## config.mk

```make
export PLATFORM = sky130hd
export DESIGN_NAME = serial_adder_ctrl
export DESIGN_NICKNAME = d
export VERILOG_FILES = /design/src/rtl/serial_adder_ctrl.sv
export SDC_FILE = /design/constraint.sdc
export NUM_CORES = 1
export LEC_CHECK = 0
export ABC_AREA = 1
export CORE_AREA = 5 5 63 65
export DETAILED_ROUTE_END_ITERATION = 6
export DIE_AREA = 0 0 68 70
export MAX_ROUTING_LAYER = met4
export PLACE_DENSITY = 0.76
export SETUP_SLACK_MARGIN = 0.05
export SLEW_MARGIN = 20
export SYNTH_ARGS = -nofsm -noshare
export SYNTH_HDL_FRONTEND = slang
export SYNTH_SLANG_ARGS = --single-unit
```

## constraint.sdc

```tcl
create_clock -name clk -period 1 [get_ports clk]
set_input_delay 0.15 -clock clk [delete_from_list [all_inputs] [get_ports clk]]
set_output_delay 0.15 -clock clk [all_outputs]
set_load 0.01 [all_outputs]
```

## src/rtl/serial_adder_ctrl.sv

```systemverilog
// Bit-serial adder: one full-adder slice, LSB first, IDLE/RUN/DONE control.
// Ports: clk, rst (sync, active-high), start, a, b, ci, [sub], busy, done, s, co.
// Optional macro SERIAL_SUB_EN adds port sub: sub=1 computes a + ~b + 1.
module serial_adder_ctrl #(
  parameter int WIDTH = 8
) (
  input  logic             clk,
  input  logic             rst,
  input  logic             start,
  input  logic [WIDTH-1:0] a,
  input  logic [WIDTH-1:0] b,
  input  logic             ci,
`ifdef SERIAL_SUB_EN
  input  logic             sub,
`endif
  output logic             busy,
  output logic             done,
  output logic [WIDTH-1:0] s,
  output logic             co
);

  localparam int CW = (WIDTH > 1) ? $clog2(WIDTH) : 1;

  typedef enum logic [1:0] {
    ST_IDLE,
    ST_RUN,
    ST_DONE
  } state_t;

  state_t r_state;
  state_t w_next;

  logic [WIDTH-1:0] r_a;
  logic [WIDTH-1:0] r_b;
  logic [WIDTH-1:0] r_s;
  logic [CW-1:0]    r_cnt;
  logic             r_c;
  logic             r_co;

  logic             w_accept;
  logic             w_last;
  logic             w_x;
  logic             w_y;
  logic             w_sum;
  logic             w_cout;
  logic [WIDTH-1:0] w_b_in;
  logic             w_c_in;

`ifdef SERIAL_SUB_EN
  // Subtract as a + ~b + 1; ci is ignored in that mode.
  assign w_b_in = sub ? ~b : b;
  assign w_c_in = sub ? 1'b1 : ci;
`else
  assign w_b_in = b;
  assign w_c_in = ci;
`endif

  assign w_accept = start && (r_state != ST_RUN);
  assign w_last   = (r_cnt == CW'(WIDTH - 1));

  assign w_x    = r_a[0];
  assign w_y    = r_b[0];
  assign w_sum  = w_x ^ w_y ^ r_c;
  assign w_cout = (w_x & w_y) | ((w_x ^ w_y) & r_c);

  always_ff @(posedge clk) begin
    if (rst) begin
      r_state <= ST_IDLE;
    end else begin
      r_state <= w_next;
    end
  end

  always_comb begin
    w_next = r_state;
    busy   = 1'b0;
    done   = 1'b0;
    case (r_state)
      ST_IDLE: begin
        w_next = start ? ST_RUN : ST_IDLE;
      end
      ST_RUN: begin
        busy = 1'b1;
        if (w_last) w_next = ST_DONE;
      end
      ST_DONE: begin
        done   = 1'b1;
        w_next = start ? ST_RUN : ST_IDLE;
      end
      default: w_next = ST_IDLE;
    endcase
  end

  always_ff @(posedge clk) begin
    if (rst) begin
      r_a   <= '0;
      r_b   <= '0;
      r_s   <= '0;
      r_cnt <= '0;
      r_c   <= 1'b0;
      r_co  <= 1'b0;
    end else if (w_accept) begin
      r_a   <= a;
      r_b   <= w_b_in;
      r_c   <= w_c_in;
      r_cnt <= '0;
    end else if (r_state == ST_RUN) begin
      r_a   <= r_a >> 1;
      r_b   <= r_b >> 1;
      r_c   <= w_cout;
      // Enter at MSB so bit i lands in s[i] after WIDTH shifts.
      r_s   <= {w_sum, r_s[WIDTH-1:1]};
      r_cnt <= r_cnt + CW'(1);
      // co only changes on the final bit so it holds between operations.
      if (w_last) r_co <= w_cout;
    end
  end

  assign s  = r_s;
  assign co = r_co;

endmodule

```

==> results of run 1 <==
-- through the flow --
step           TNS [ps]  area [sq um]  util, %  std cells  hold WS (ps)
2_1_floorplan     -41.8          1410        -        191           214
3_3_place_gp      -5760          1830     55.8        271           445
3_5_place_dp      -6140          1830     55.8        271           466
4_1_cts           -2260          2150     65.5        288           390
5_1_grt           -5440          2590     78.8        297           371
6_report          -3540          2590     78.8        297           373
-- cells by family after synthesis --
family,after synthesis
AOI/OAI and AO/OA,14
adders and majority gates,3
buffers and inverters,32
xor gates and xnor gates,1
DFF,31
and+or+nand+nor,110
-- flip-flops by register name, summed over array words and instances (netlist names) --
signal,count
r_c,1
r_state,2
r_cnt,3
r_b,8
co,1
r_a,8
s,8
-- Yosys cell counts (all sizes together), types with 2 or more instances --
library cell,instances
dfxtp,31
inv,20
nand3,48
buf,11
ha,2
a21oi,4
nor2,22
o21ai,9
nand2,40
-- area by class of cell --
| type | instances | area share (%) |
|---|---|---|
| Multi-Input combinational cell | 129 | 36.9 |
| Timing Repair Buffer | 63 | 29.6 |
| Sequential cell | 31 | 24.9 |
| Inverter | 20 | 3.00 |
| Tap cell | 46 | 2.22 |
| Clock buffer | 6 | 1.98 |
| Clock inverter | 2 | 1.35 |
-- per-layer routing --
metal,up-vias,global-route usage (%),wire length (um)
met5,-,-,0
met4,0,10.2,173
met3,18,2.88,291
met2,61,30.4,2600
met1,744,21.6,2110
li1,738,-,-
-- power by group --
group,internal [mW],switching [mW],total (mW),leakage (nW)
Sequential,1.32,0.0732,1.39,0.261
Clock,0.591,0.495,1.09,0.0482
Combinational,0.509,0.437,0.946,0.911
-- repair_timing --
action                                  in CTS  in global routing
endpoints found under the setup margin      42                 42
pin swaps                                    3                 23
buffers inserted                             6                  2
cloned                                       3                  7
resized for setup                           92                 72
-- worst paths after layout --
path / slack, ps / end / from / cells past startpoint
max: -220 / r_c / r_state[1] / 8
min: 370 / r_b[7] / b[7] / 3
max reg2reg: -220 / r_c / r_state[1] / 8
min reg2reg: 490 / r_a[7] / r_a[7] / 2
-- worst max-delay path, stage by stage (launching register included) --
cell and delay [ps]:
sky130_fd_sc_hd__dfxtp_2 340, sky130_fd_sc_hd__inv_2 70, sky130_fd_sc_hd__buf_6 130, sky130_fd_sc_hd__nand2_8 100
sky130_fd_sc_hd__clkbuf_16 180, sky130_fd_sc_hd__nand3_2 70, sky130_fd_sc_hd__nand3_1 110, sky130_fd_sc_hd__nand2_1 80
sky130_fd_sc_hd__inv_1 50
-- cells in the final DEF, fill, tap and decap left out, types with 11 or more instances in the layout --
cell,netlist,routed
sky130_fd_sc_hd__nor2_1,20,13
sky130_fd_sc_hd__nand3_2,0,24
sky130_fd_sc_hd__dfxtp_2,0,11
sky130_fd_sc_hd__buf_6,2,17
sky130_fd_sc_hd__inv_1,18,14
sky130_fd_sc_hd__nand2_2,2,12
sky130_fd_sc_hd__nand3_1,48,21
sky130_fd_sc_hd__clkdlybuf4s50_1,0,19
sky130_fd_sc_hd__buf_4,2,15
sky130_fd_sc_hd__nand2_1,38,24
sky130_fd_sc_hd__dfxtp_1,31,17
==> results summary, run 1 <==
The flow ran to the end, but the final reports show violations. The final reports fail on setup timing. The core region area is 0.00328 sq mm. The via count of the first global-routing pass is 1457. The final-report hold violation count came out at 0.

The analysis attributes to cell leakage a power of 1.22 nW. The mean instance size in the synthesized netlist is 7.24 sq um. The area share of the largest cell type after synthesis came out at approximately 45%. The detailed router placed 1561 vias in this run.

The maximum buffer depth of the clock tree came out at 2. The biggest fanout along the worst timing path is 6. The congestion estimate from routability-driven global placement came to 0.742. Data arrives at the worst endpoint at 1480 ps.

The net count after synthesis came out at 214. The category of the most critical setup path is flip-flop to flip-flop. The synthesized design contains 31 register bits. The H-tree was split into 2 levels. Detailed placement finished with a half-perimeter wire length of 2.16 mm. CTS placed an instance of sky130_fd_sc_hd__clkbuf_4 at the clock tree root. For this run, the post-layout net count is 273.

The biggest area contributor in the post-synthesis netlist is sky130_fd_sc_hd__dfxtp_1. The final critical path time including I/O delays and setup is 1220 ps. The required time at the worst-slack endpoint came out at 1260 ps. Of the synthesized area, sequential elements account for 44.9%. The TritonCTS clock tree is yes. The wire length per cell came out at about 17 um. The number of hold buffers added after CTS was 0. The signed area change from the synthesized netlist to the final layout is 87.2%. After clock tree synthesis, the clock-pin slew on the worst setup and hold paths is 100 ps.

After detailed routing, the number of vias per cell comes to ~5.3. The arithmetic-cell share of the synthesized area counting full adders, half adders and majority gates is 3.26%. The multi-input combinational cell area came out at 955 sq um. The type of element capturing the critical path is a flip-flop. After synthesis, the largest family of logic cells by area is simple AND/OR/NAND/NOR gates. The die boundary height came out at 70 um. The cell area after synthesis is roughly 0.0014 sq mm. The final total power came out at 3.42 mW. The count of filler cells inserted in the layout came out at 181. The die span in x came out at between 60 and 70 um. The fraction of layout instances using a drive strength above 1 came out at 55.4%. The upper clock frequency limit is 0.821 GHz.

The first TritonRoute pass finished after 4 iterations. Across the run, the number of max-cap violations was 0. The maximum number of pins on one net before global-route repair is 20. The synthesized instance count is 191.

The detailed-route DRC error count is 0. The initial antenna violation count is 0. The final number of setup-violating endpoints is 32. Wires add up to 5.18 mm. For this run, the number of Yosys warnings is 0. Clock skew on the completed layout was measured at 26.2 ps. The number of port buffers came out at 30. The post-synthesis xor/xnor area fraction came out at 0.633%. The slew of the pin with the lowest slew margin is 490 ps. The worst-case IR drop observed on VDD is between 0.001 and 0.0015 V. The full die area is 0.00476 sq mm.

In the synthesized netlist the dominant register cell turns out to be sky130_fd_sc_hd__dfxtp_1. The share of the clock period used by the worst path after layout came out at 122%. The fraction of the mapped netlist area in compound gates is 5.43%. Power spread over the standard cell area amounts to about 1300 mW/mm^2. The number of antenna cells inserted came out at 0. The headroom to the max-slew limit is 67.3%. Setup repair after global routing could not meet its margin everywhere. The final max-slew violation count is 0.

Ranked by total cell area, the synthesized netlist is headed by sky130_fd_sc_hd__dfxtp_1 45%, sky130_fd_sc_hd__nand3_1 17%, sky130_fd_sc_hd__nand2_1 10%, sky130_fd_sc_hd__nor2_1 5.4%, sky130_fd_sc_hd__inv_1 4.9%. The sequential cell area in the final layout is approximately 650 sq um. The multiplexer share of the synthesized area came out at 0%. The first-pass GRT wire length came out at 6.60 mm.

The clock buffer count from CTS came out at 5. For this run the aggregate overflow at the end of global routing stands at 0. 31 I/O pins were placed. The count of different cell masters after synthesis came out at 21.

Global routing used 18.8% of the available tracks across all layers. The placement-stage worst setup slack is -278 ps. The post-route worst setup slack is -217 ps. The clock reaches the later pin of the worst-skew pair after 370 ps. The async set-or-reset flop fraction in the synthesized netlist came out at 0%. The synthesized netlist devotes 34.9% of its cell area to simple gates. For this design, the sink count on the clock tree is 31. The floorplan row count came out at 21. The initial utilization of the core area, before any placement, comes to between 40% and 50%. The number of nets with antenna violations after routing is 0. The number of flops mapped to enable cells by yosys is 0. The number of DRC markers after the initial detailed-route iteration is 184.

The kind of path behind the tightest hold check is input port to flip-flop. STA classifies the critical path startpoint as a flip-flop.
No activity file was read; power rests on OpenSTA's default activity.
==> run 2, diff against run 1 <==
--- a/config.mk
+++ b/config.mk
@@ -5,14 +5,12 @@
 export SDC_FILE = /design/constraint.sdc
 export NUM_CORES = 1
 export LEC_CHECK = 0
-export ABC_AREA = 1
 export CORE_AREA = 5 5 63 65
 export DETAILED_ROUTE_END_ITERATION = 6
 export DIE_AREA = 0 0 68 70
 export MAX_ROUTING_LAYER = met4
 export PLACE_DENSITY = 0.76
 export SETUP_SLACK_MARGIN = 0.05
-export SLEW_MARGIN = 20
 export SYNTH_ARGS = -nofsm -noshare
 export SYNTH_HDL_FRONTEND = slang
 export SYNTH_SLANG_ARGS = --single-unit
==> results summary, run 2 <==
The upper clock frequency limit is 0.867 GHz (+5.6%). By area the synthesized netlist is led by sky130_fd_sc_hd__dfxtp_1 45%, sky130_fd_sc_hd__a211oi_2 13%, sky130_fd_sc_hd__mux2i_1 12%, sky130_fd_sc_hd__nand2_1 5.2%, sky130_fd_sc_hd__nor2_1 4.6%. The headroom to the max-slew limit came out at 85.6% (+18 points).

The final max-slew violation count came to 0 (unchanged). The most instantiated flip-flop cell in the synthesis netlist is sky130_fd_sc_hd__dfxtp_1. The final-report hold violation count is 0 (unchanged).

In the synthesized netlist, the cells that appear most often are 31 x sky130_fd_sc_hd__dfxtp_1, 19 x sky130_fd_sc_hd__nand2_1, 17 x sky130_fd_sc_hd__mux2i_1, 17 x sky130_fd_sc_hd__nor2_1, 14 x sky130_fd_sc_hd__a211oi_2. The static leakage came out at 0.847 nW (-31%). The first-pass GRT wire length is 4.75 mm (-28%).

The maximum number of pins on one net before global-route repair is 31 (+55%). In this run the most used layer during global routing was met2. The capturing point of the worst reg2reg path is s[7].

The worst setup path is launched from a flip-flop. The average via count per standard cell came out at 4.97 (-5.4%). The die span in x is 68 um (unchanged). The number of DRC markers after the initial detailed-route iteration was 98 (-47%). The number of cell instances on the worst register-to-register path is 3 (-5). The number of clock sinks came out at 31 (unchanged).

The final net count came out at 210 (-23%). The total overflow reported by the global router is 0 (unchanged). The number of nets with antenna violations after routing is 0 (unchanged). The async set-or-reset flop fraction in the synthesized netlist came to 0% (unchanged). The die boundary height is 70 um (unchanged).

The arrival time of data at the critical path endpoint is 1420 ps (-60 ps). The share of the clock period used by the worst path after layout came out at 115% (-6.4 points). The clock transition at the registers of the reported paths came to 100 ps (about the same). The biggest fanout along the worst timing path is 2 (-4). The path with the worst hold slack has its endpoint at r_a[7]. The via count of the first global-routing pass came to 1135 (-22%). The area share of the largest cell type after synthesis is 45.0% (+0.081 points). The cell family contributing the most delay on the critical path is adder cells. The synthesized instance count came out at 138 (-28%). The flow ran to the end, but the final reports show violations. The first-pass iteration count of the detailed router is 4 (unchanged). The number of port buffers was 30 (unchanged).

The met3 track demand over resource in global routing was 4.01% (+1.1 points). The net count after synthesis is 161 (-25%). The final number of setup-violating endpoints is 30 (-6.3%). The placement-stage worst setup slack came out at -348 ps (-69.5 ps).

The sequential cell area in the final layout is 638 sq um (-1.2%). The number of instances on the worst hold path came to 3 (unchanged). The met2 track utilization from global routing is 21.1% (-9.3 points). The final estimated routing congestion in global placement was 0.710 (-4.3%).

The post-synthesis cell type with the largest combined area is sky130_fd_sc_hd__dfxtp_1. The tightest min-delay check is of the input port to flip-flop type. The cell area after synthesis came out at 0.00138 sq mm (-0.18%). The detailed-route DRC error count is 0 (unchanged).

Among all cell types in the netlist, the one instantiated most often is sky130_fd_sc_hd__dfxtp_1. The flop and latch count out of synthesis came out at 31 (unchanged). The count of different cell masters after synthesis is 22 (+4.8%).

The number of flops mapped to enable cells by yosys was 0 (unchanged). The detailed-placement wirelength estimate is 2.11 mm (-2.5%). The tree is rooted in a sky130_fd_sc_hd__clkbuf_4. The standard cell area after detailed placement came out at 0.00193 sq mm (+5.5%). The required time at the worst-slack endpoint came to 1270 ps (about the same). The critical path goes through fa_2 -> nand2_1 -> a21oi_1. The slowest stage cell on the critical path is sky130_fd_sc_hd__fa_2.

The category of the most critical setup path is flip-flop to flip-flop. The multi-input combinational cell area is 805 sq um (-16%). The depth of the CTS H-tree came out at 2 (unchanged).

The power per cell area came out at 1310 mW/mm^2 (-0.78%). The via total after detailed routing came out at 1164 (-25%). The hold path startpoint is a[7].

The wire length per cell came out at 14.0 um (-20%). The checks that failed: setup timing. The post-route worst setup slack came out at -153 ps (+64.4 ps).

The total length of routed wires came to 3.28 mm (-37%). The post-route standard cell area excluding fillers is 0.00215 sq mm (-17%). The full die area was 0.00476 sq mm (unchanged). The slack of the worst reg-to-reg path is -150 ps (+60 ps).

The slew of the pin with the lowest slew margin was 210 ps (-280 ps). In this run the critical register-to-register path is launched from r_a[0]. The summed negative setup slack over all endpoints is -1610 ps (+1920 ps). Setup repair after global routing could not meet its margin everywhere.

The signed area change from the synthesized netlist to the final layout came out at 56.1%. The final critical path time including I/O delays and setup is 1150 ps (-64.4 ps). The mean instance size in the synthesized netlist is 10.0 sq um (+38%). The global routing met1 resource utilization came to 15.0% (-6.7 points). The floorplan row count is 21 (unchanged). The utilization of the core after routing is 65.6% (-13 points). The number of maximum-capacitance violations came out at 0 (unchanged). TritonCTS built the clock tree. The number of buffers inserted by hold repair at cts came out at 0 (unchanged). The number of buffer and inverter instances along the worst setup path came out at 0 (-4). The maximum buffer depth of the clock tree was 2 (unchanged). The sequential share of the synthesized area came out at 45.0% (+0.081 points). The top-level I/O count is 31 (unchanged). The initial antenna violation count is 0 (unchanged).

The initial core utilization came to 42.0% (-0.076 points). The peak supply drop is 0.000796 V (-46%). The core region area came to 0.00328 sq mm (unchanged). The Yosys warning count came out at 0 (unchanged).

The clock buffer count from CTS is 5 (unchanged). STA classifies the critical path endpoint as a flip-flop. The global-route usage over all layers came out at 13.4% (-5.3 points).

In the layout the commonest cells are 19 x sky130_fd_sc_hd__nand2_1, 19 x sky130_fd_sc_hd__clkdlybuf4s50_1, 17 x sky130_fd_sc_hd__mux2i_1, 17 x sky130_fd_sc_hd__dfxtp_1, 15 x sky130_fd_sc_hd__buf_4. The count of filler cells inserted in the layout was 245 (+35%). The clock network latency to the later pin of the worst-skew pair came to 340 ps (-30 ps). The worst clock skew came out at 11.9 ps (-14.2 ps). The worst stage delay on the critical path came out at 570 ps (+230 ps).

The number of antenna cells inserted came out at 0 (unchanged). The fraction of layout instances using a drive strength above 1 came out at 47.9% (-7.5 points).
[run 2: changes by cell type after synthesis, moves of 8 or more]
| cell | change |
|---|---|
| sky130_fd_sc_hd__inv_1 | -17 |
| sky130_fd_sc_hd__mux2i_1 | +17 |
| sky130_fd_sc_hd__a211oi_2 | +14 |
| sky130_fd_sc_hd__o21ai_0 | -8 |
| sky130_fd_sc_hd__nand3_1 | -47 |
| sky130_fd_sc_hd__nand2_1 | -19 |
| sky130_fd_sc_hd__a21oi_1 | +9 |
[run 2: kinds of logic after synthesis]
kind of cell,count (synthesis),share of synthesized area (%)
mux,17,12.3
flops,31,45.0
compound gates,28,18.2
buf+inv,13,6.80
simple gates,46,14.4
fa+ha+maj,3,3.26
[run 2: per-stage QoR]
stage                     hold WS (ps)  instances  power (mW)
after floorplan                    229        138        1.75
after global placement             450        219        1.91
after detailed placement           458        219        1.93
after CTS                          422        227        2.78
after global routing               426        234        2.98
final                              435        234        2.83
[run 2: final cells by class]
class / count / area share (%)
multi-input cells: 94 / 37.3
flip-flops and latches: 31 / 29.6
repair buffers: 53 / 26.7
clock buffers: 8 / 3.19
well taps: 46 / 2.67
inverters: 2 / 0.465
[run 2: what timing repair did]
| item | CTS | global route |
|---|---|---|
| gates resized for setup | 67 | 12 |
| pin swaps | 2 | 6 |
| hold endpoints to repair | 0 | 0 |
| gates cloned | 0 | 1 |
| endpoints found under the setup margin | 39 | 42 |
| buffers inserted | 0 | 6 |
[run 2: worst max-delay path by stage]
stage,startpoint,to,slack (ps),cells after the start
floorplan,r_a[0],s[7],-30,3
CTS,r_state[0],done,-150,2
global route,r_a[0],s[7],-200,3
detailed placement,start,r_a[6],-350,4
global placement,start,r_c,-280,4
finish,r_a[0],s[7],-150,3
[run 2: tightest hold or removal path: stages]
cell	delay, ps
sky130_fd_sc_hd__clkdlybuf4s50_1	400
sky130_fd_sc_hd__mux2i_1	130
sky130_fd_sc_hd__nor3_1	50
[run 2: power by group]
part,internal (mW),leakage [nW],switching [mW]
registers,1.31,0.261,0.0723
logic,0.341,0.548,0.264
clock network,0.413,0.0386,0.422
[run 2: routing by layer]
| metal | up-vias | routed length (um) |
|---|---|---|
| met5 | - | 0 |
| met4 | 0 | 53 |
| met3 | 5 | 171 |
| met2 | 29 | 1660 |
| met1 | 553 | 1390 |
| li1 | 577 | - |
==> run 3, diff against run 2 <==
--- a/config.mk
+++ b/config.mk
@@ -5,12 +5,15 @@
 export SDC_FILE = /design/constraint.sdc
 export NUM_CORES = 1
 export LEC_CHECK = 0
+export CAP_MARGIN = 20
 export CORE_AREA = 5 5 63 65
+export CTS_CLUSTER_SIZE = 25
 export DETAILED_ROUTE_END_ITERATION = 6
 export DIE_AREA = 0 0 68 70
 export MAX_ROUTING_LAYER = met4
 export PLACE_DENSITY = 0.76
 export SETUP_SLACK_MARGIN = 0.05
+export SLEW_MARGIN = 20
 export SYNTH_ARGS = -nofsm -noshare
 export SYNTH_HDL_FRONTEND = slang
 export SYNTH_SLANG_ARGS = --single-unit
==> results of run 3 <==
No change in the layout: final DEF, timing and power equal those of run 2.
